==> config.mk <==
export PLATFORM = sky130hd
export DESIGN_NAME = pipe_controller
export DESIGN_NICKNAME = d
export VERILOG_FILES = /design/src/rtl/pipe_controller.sv
export SDC_FILE = /design/constraint.sdc
export NUM_CORES = 1
export LEC_CHECK = 0
export ABC_AREA = 1
export CAP_MARGIN = 20
export CELL_PAD_IN_SITES_DETAIL_PLACEMENT = 2
export CELL_PAD_IN_SITES_GLOBAL_PLACEMENT = 2
export CORE_MARGIN = 5
export CORE_UTILIZATION = 21
export DETAILED_ROUTE_END_ITERATION = 16
export PLACE_DENSITY_LB_ADDON = 0.1
export SYNTH_ARGS = -nofsm -noshare
export SYNTH_HDL_FRONTEND = slang
export SYNTH_SLANG_ARGS = --single-unit
==> constraint.sdc <==
create_clock -name clk -period 1.2 [get_ports clk]
set_input_delay 0.3 -clock clk [delete_from_list [all_inputs] [get_ports clk]]
set_output_delay 0.3 -clock clk [all_outputs]
set_load 0.005 [all_outputs]
==> src/rtl/pipe_controller.sv <==
// Pipelined main/ALU decoder: decodes op/funct in ID, then carries the control word
// through ID/EX, EX/MEM and MEM/WB. Optional bne decode is enabled by PIPE_CTRL_BNE_EN.
module pipe_controller #(
    parameter int unsigned ALU_CTRL_W   = 3,
    parameter int unsigned BRANCH_IN_ID = 0
) (
    input  logic                  clk,
    input  logic                  rst_n,
    input  logic [5:0]            op,
    input  logic [5:0]            funct,
    input  logic                  eq_d,
    input  logic                  zero_e,
    input  logic                  stall_e,
    input  logic                  flush_e,
    output logic                  jmp_d,
    output logic                  illegal_d,
    output logic                  pc_src,
    output logic                  branch_flush,
    output logic                  alu_src_e,
    output logic                  reg_dst_e,
    output logic [ALU_CTRL_W-1:0] alu_ctrl_e,
    output logic                  mem_write_m,
    output logic                  reg_write_e,
    output logic                  reg_write_m,
    output logic                  reg_write_w,
    output logic                  mem_to_reg_e,
    output logic                  mem_to_reg_m,
    output logic                  mem_to_reg_w
);

    localparam logic [5:0] OP_RTYPE = 6'b000000;
    localparam logic [5:0] OP_LW    = 6'b100011;
    localparam logic [5:0] OP_SW    = 6'b101011;
    localparam logic [5:0] OP_BEQ   = 6'b000100;
    localparam logic [5:0] OP_ADDI  = 6'b001000;
    localparam logic [5:0] OP_J     = 6'b000010;
`ifdef PIPE_CTRL_BNE_EN
    localparam logic [5:0] OP_BNE   = 6'b000101;
`endif

    localparam logic [5:0] FN_ADD = 6'b100000;
    localparam logic [5:0] FN_SUB = 6'b100010;
    localparam logic [5:0] FN_AND = 6'b100100;
    localparam logic [5:0] FN_OR  = 6'b100101;
    localparam logic [5:0] FN_SLT = 6'b101010;

    localparam logic [2:0] ALU_ADD = 3'b010;
    localparam logic [2:0] ALU_SUB = 3'b110;
    localparam logic [2:0] ALU_AND = 3'b000;
    localparam logic [2:0] ALU_OR  = 3'b001;
    localparam logic [2:0] ALU_SLT = 3'b111;

    // Control word held in the ID/EX register
    typedef struct packed {
        logic                  reg_write;
        logic                  mem_to_reg;
        logic                  mem_write;
        logic                  branch;
`ifdef PIPE_CTRL_BNE_EN
        logic                  branch_ne;
`endif
        logic                  alu_src;
        logic                  reg_dst;
        logic [ALU_CTRL_W-1:0] alu_ctrl;
    } ctrl_t;

    ctrl_t      ctrl_id;
    ctrl_t      idex_d;
    ctrl_t      idex_q;
    logic       funct_ok;
    logic [2:0] funct_alu;

    logic exmem_reg_write_q;
    logic exmem_mem_to_reg_q;
    logic exmem_mem_write_q;
    logic memwb_reg_write_q;
    logic memwb_mem_to_reg_q;

    // R-type funct to ALU code
    always_comb begin
        funct_ok  = 1'b1;
        funct_alu = ALU_ADD;
        case (funct)
            FN_ADD:  funct_alu = ALU_ADD;
            FN_SUB:  funct_alu = ALU_SUB;
            FN_AND:  funct_alu = ALU_AND;
            FN_OR:   funct_alu = ALU_OR;
            FN_SLT:  funct_alu = ALU_SLT;
            default: funct_ok  = 1'b0;
        endcase
    end

    // Main decoder; illegal encodings leave the control word as a nop
    always_comb begin
        ctrl_id   = '0;
        jmp_d     = 1'b0;
        illegal_d = 1'b0;
        case (op)
            OP_RTYPE: begin
                if (funct_ok) begin
                    ctrl_id.reg_write = 1'b1;
                    ctrl_id.reg_dst   = 1'b1;
                    ctrl_id.alu_ctrl  = ALU_CTRL_W'(funct_alu);
                end else begin
                    illegal_d = 1'b1;
                end
            end
            OP_LW: begin
                ctrl_id.reg_write  = 1'b1;
                ctrl_id.alu_src    = 1'b1;
                ctrl_id.mem_to_reg = 1'b1;
                ctrl_id.alu_ctrl   = ALU_CTRL_W'(ALU_ADD);
            end
            OP_SW: begin
                ctrl_id.mem_write = 1'b1;
                ctrl_id.alu_src   = 1'b1;
                ctrl_id.alu_ctrl  = ALU_CTRL_W'(ALU_ADD);
            end
            OP_BEQ: begin
                ctrl_id.branch   = 1'b1;
                ctrl_id.alu_ctrl = ALU_CTRL_W'(ALU_SUB);
            end
`ifdef PIPE_CTRL_BNE_EN
            OP_BNE: begin
                ctrl_id.branch    = 1'b1;
                ctrl_id.branch_ne = 1'b1;
                ctrl_id.alu_ctrl  = ALU_CTRL_W'(ALU_SUB);
            end
`endif
            OP_ADDI: begin
                ctrl_id.reg_write = 1'b1;
                ctrl_id.alu_src   = 1'b1;
                ctrl_id.alu_ctrl  = ALU_CTRL_W'(ALU_ADD);
            end
            OP_J:    jmp_d     = 1'b1;
            default: illegal_d = 1'b1;
        endcase
    end

    // ID/EX next value: flush beats stall beats load
    always_comb begin
        idex_d = idex_q;
        if (flush_e) begin
            idex_d = '0;
        end else if (!stall_e) begin
            idex_d = ctrl_id;
        end
    end

    always_ff @(posedge clk or negedge rst_n) begin
        if (!rst_n) begin
            idex_q <= '0;
        end else begin
            idex_q <= idex_d;
        end
    end

    always_ff @(posedge clk or negedge rst_n) begin
        if (!rst_n) begin
            exmem_reg_write_q  <= 1'b0;
            exmem_mem_to_reg_q <= 1'b0;
            exmem_mem_write_q  <= 1'b0;
            memwb_reg_write_q  <= 1'b0;
            memwb_mem_to_reg_q <= 1'b0;
        end else begin
            exmem_reg_write_q  <= idex_q.reg_write;
            exmem_mem_to_reg_q <= idex_q.mem_to_reg;
            exmem_mem_write_q  <= idex_q.mem_write;
            memwb_reg_write_q  <= exmem_reg_write_q;
            memwb_mem_to_reg_q <= exmem_mem_to_reg_q;
        end
    end

    // Branch resolution point is chosen at elaboration
    generate
        if (BRANCH_IN_ID != 0) begin : g_branch_id
            logic taken_id;
`ifdef PIPE_CTRL_BNE_EN
            assign taken_id = ctrl_id.branch & (eq_d ^ ctrl_id.branch_ne);
`else
            assign taken_id = ctrl_id.branch & eq_d;
`endif
            assign pc_src = rst_n & taken_id;
        end else begin : g_branch_ex
`ifdef PIPE_CTRL_BNE_EN
            assign pc_src = idex_q.branch & (zero_e ^ idex_q.branch_ne);
`else
            assign pc_src = idex_q.branch & zero_e;
`endif
        end
    endgenerate

    assign branch_flush = pc_src;

    // Only one of the two flag inputs is consumed per configuration
    logic unused_branch_inputs;
    assign unused_branch_inputs = ^{eq_d, zero_e, idex_q.branch};
`ifdef PIPE_CTRL_BNE_EN
    logic unused_branch_ne;
    assign unused_branch_ne = idex_q.branch_ne;
`endif

    assign alu_src_e    = idex_q.alu_src;
    assign reg_dst_e    = idex_q.reg_dst;
    assign alu_ctrl_e   = idex_q.alu_ctrl;
    assign reg_write_e  = idex_q.reg_write;
    assign mem_to_reg_e = idex_q.mem_to_reg;
    assign mem_write_m  = exmem_mem_write_q;
    assign reg_write_m  = exmem_reg_write_q;
    assign mem_to_reg_m = exmem_mem_to_reg_q;
    assign reg_write_w  = memwb_reg_write_q;
    assign mem_to_reg_w = memwb_mem_to_reg_q;

endmodule

==> impl_metrics.env <==
export IMPL_dieHeight_microns=68.5
export IMPL_arrival_ns=1.04
export IMPL_hold_class="input port to asynchronous set/reset pin"
export IMPL_ant_nets=0
export IMPL_nNetsFinal=186
export IMPL_critical_path_class="input port to output port"
export IMPL_fin_util_pct=43.7
export IMPL_drtPass1Iterations=2
export IMPL_ys_seq_elements=14
export IMPL_cp_slowest_stage_delay_ns=0.12
export IMPL_status="finished, violations left"
export IMPL_num_vias=892
export IMPL_crit_start="op[3]"
export IMPL_relSlewSlack_pct=87.2
export IMPL_core_sq_um=3340
export IMPL_htreeDepth=1
export IMPL_synth_top_family_by_area="simple AND/OR/NAND/NOR gates"
export IMPL_rows=21
export IMPL_report_power_total_mw=1.03
export IMPL_worstSetupStartpointType="input port"
export IMPL_grt_pass1_wl_mm=4.30
export IMPL_initialDrtViolationCount=6
export IMPL_placed_cell_area_sq_um=1160
export IMPL_wl_mm=2.71
export IMPL_cpMostUsedCell="buf_6"
export IMPL_wl_per_cell_microns=12.7
export IMPL_yosys_area_share_xor_xnor_pct=0
export IMPL_clk_pin_slew_ns=0.08
export IMPL_clk_latency_ns=0.28
export IMPL_ir_worst_vdd_mv=0.253
export IMPL_grt_antenna_before_repair=0
export IMPL_drive_above_1_share_pct=56.9
export IMPL_synth_compound_area_share_pct=4.88
export IMPL_rsz0062_at_grt="yes"
export IMPL_synth_area_per_cell_sq_um=7.81
export IMPL_synth_warnings=0
export IMPL_min_period_over_period_pct=112
export IMPL_cts_root_buf="clkbuf_4"
export IMPL_path_max_fanout=3
export IMPL_leakagePower_nw=0.796
export IMPL_finalSetupViolCount=4
export IMPL_num_antenna_cells=0
export IMPL_synthToLayoutAreaGrowth_pct=103
export IMPL_drc_errors=0
export IMPL_cp_cell_sequence="buf_8 > nor2_4 > buf_6 > buf_6 > nand3_4 > a21oi_2 > nor2_1 > buf_2"
export IMPL_via_per_inst=4.19
export IMPL_ys_flop_type="dfrtp_1"
export IMPL_clk_path_buf_depth=2
export IMPL_final_common_cell="buf_4"
export IMPL_cp_num_buf_inv=4
export IMPL_cts_buffers=3
export IMPL_start_util_pct=21.5
export IMPL_worstPathRequired_ns=0.90
export IMPL_final_cell_mix="buf_4, nand2_1, dfrtp_1"
export IMPL_gr_total_overflow=0
export IMPL_slew_viol_final=0
export IMPL_synth_area_mux_share_pct=0
export IMPL_fin_area_sq_um=1460
export IMPL_mappedNetlistNets=110
export IMPL_fin_crit_ns=1.34
export IMPL_grt_use_total_pct=12.3
export IMPL_worst_slew_pin_slew_ns=0.192
export IMPL_gp_congestion=0.778
export IMPL_fin_skew_ns=0.00209
export IMPL_fin_ws_ns=-0.139
export IMPL_drv_cap=0
export IMPL_fp_dieArea_sq_um=4690
export IMPL_async_reset_ff_share_pct=100
export IMPL_synthSimpleGateAreaFrac_pct=35.9
export IMPL_cts_sinks=14
export IMPL_synth_cell_type_count=14
export IMPL_cts_tree="yes"
export IMPL_synthAdderAreaFrac_pct=0
export IMPL_cp_slowest_cell="buf_2"
export IMPL_die_w_microns=68.5
export IMPL_synth_edff_count=0
export IMPL_ctsHoldBuffers=0
export IMPL_hold_viol_final=0
export IMPL_portBuffers=32
export IMPL_max_freq_mhz=747
export IMPL_place_hpwl_mm=1.79
export IMPL_nFillCells=386
export IMPL_io_pins=34
export IMPL_r2r_start="alu_ctrl_e[1]"
export IMPL_grt_pass1_vias=994
export IMPL_end_kind="output port"
export IMPL_synthCells=92
export IMPL_synth_seq_area_share_pct=48.8
export IMPL_syn_area_sq_um=718
export IMPL_pwr_density_cell_nw_per_um2=707
export IMPL_whs_ns=0.321
export IMPL_violations="negative setup slack"
export IMPL_crit_family="buffers and inverters"
export IMPL_grt_max_degree=15
report_power, final:
part	internal, mW	total [mW]	switching (mW)
clock network	0.185	0.336	0.151
logic	0.119	0.221	0.102
registers	0.474	0.476	0.00145
total	0.778	1.03	0.254
stage by stage:
step / setup WS (ns) / setup TNS [ns] / instances
after floorplan: 0.124 / 0 / 92
after global placement: -0.901 / -5.69 / 179
after detailed placement: -0.914 / -6.11 / 179
after CTS: -0.143 / -0.289 / 206
after global routing: -0.216 / -0.563 / 213
final: -0.139 / -0.250 / 213
state kept, by name (all words and copies together), names as in the netlist:
name and count:
reg_write_e 1, mem_to_reg_e 1, mem_to_reg_m 1, alu_ctrl_e 3, reg_write_w 1, mem_to_reg_w 1, alu_src_e 1, idex_q 2
mem_write_m 1, reg_write_m 1, reg_dst_e 1
layer usage:
| metal | part of all wire, % | track usage, % |
|---|---|---|
| met1 | 40 | 14.0 |
| met2 | 54 | 22.3 |
| met3 | 4.3 | 0.821 |
| met4 | 1.4 | 6.70 |
| met5 | 0 | 0 |
path summary, 6_finish.rpt:
kind | to | slack (ns) | cells after the start
setup reg to reg | alu_ctrl_e[1] | 0.31 | 4
min in group clk | mem_to_reg_w | 0.38 | 0
setup / recovery | illegal_d | -0.14 | 8
hold reg to reg | mem_to_reg_w | 0.38 | 0
max in group asynchronous | reg_write_e | 0.72 | 2
hold / removal | reg_write_w | 0.32 | 2
cell families after synthesis:
family / count (synthesis)
AND/OR/NAND/NOR: 55
AO/OA/AOI/OAI: 7
buffers and inverters: 16
flip-flops: 14
cells in the mapped netlist (3+ instances only):
| master | n | area [sq um] |
|---|---|---|
| nor2_1 | 7 | 26.3 |
| nor2_2 | 5 | 31.3 |
| nand4_1 | 3 | 18.8 |
| o21ai_0 | 3 | 15.0 |
| dfrtp_1 | 14 | 350 |
| o21ai_1 | 3 | 15.0 |
| inv_1 | 12 | 45.0 |
| buf_4 | 4 | 30.0 |
| nand2_1 | 26 | 97.6 |
| nand3_1 | 11 | 55.1 |
final cells by class:
cell class	count	area (sq um)	area share, %
multi-input cells	62	367	25.1
clock buffers	4	36.3	2.49
flip-flops and latches	14	350	24.0
inverters	12	47.5	3.26
repair buffers	75	601	41.2
well taps	46	57.6	3.95
what timing repair did:
item / in CTS / in global routing
hold endpoints to repair: 0 / 0
endpoints found under the setup margin: 23 / 15
gates resized for setup: 118 / 20
pin swaps: 14 / 8
buffers inserted: 23 / 7
Power figures use the tool's default switching activity.
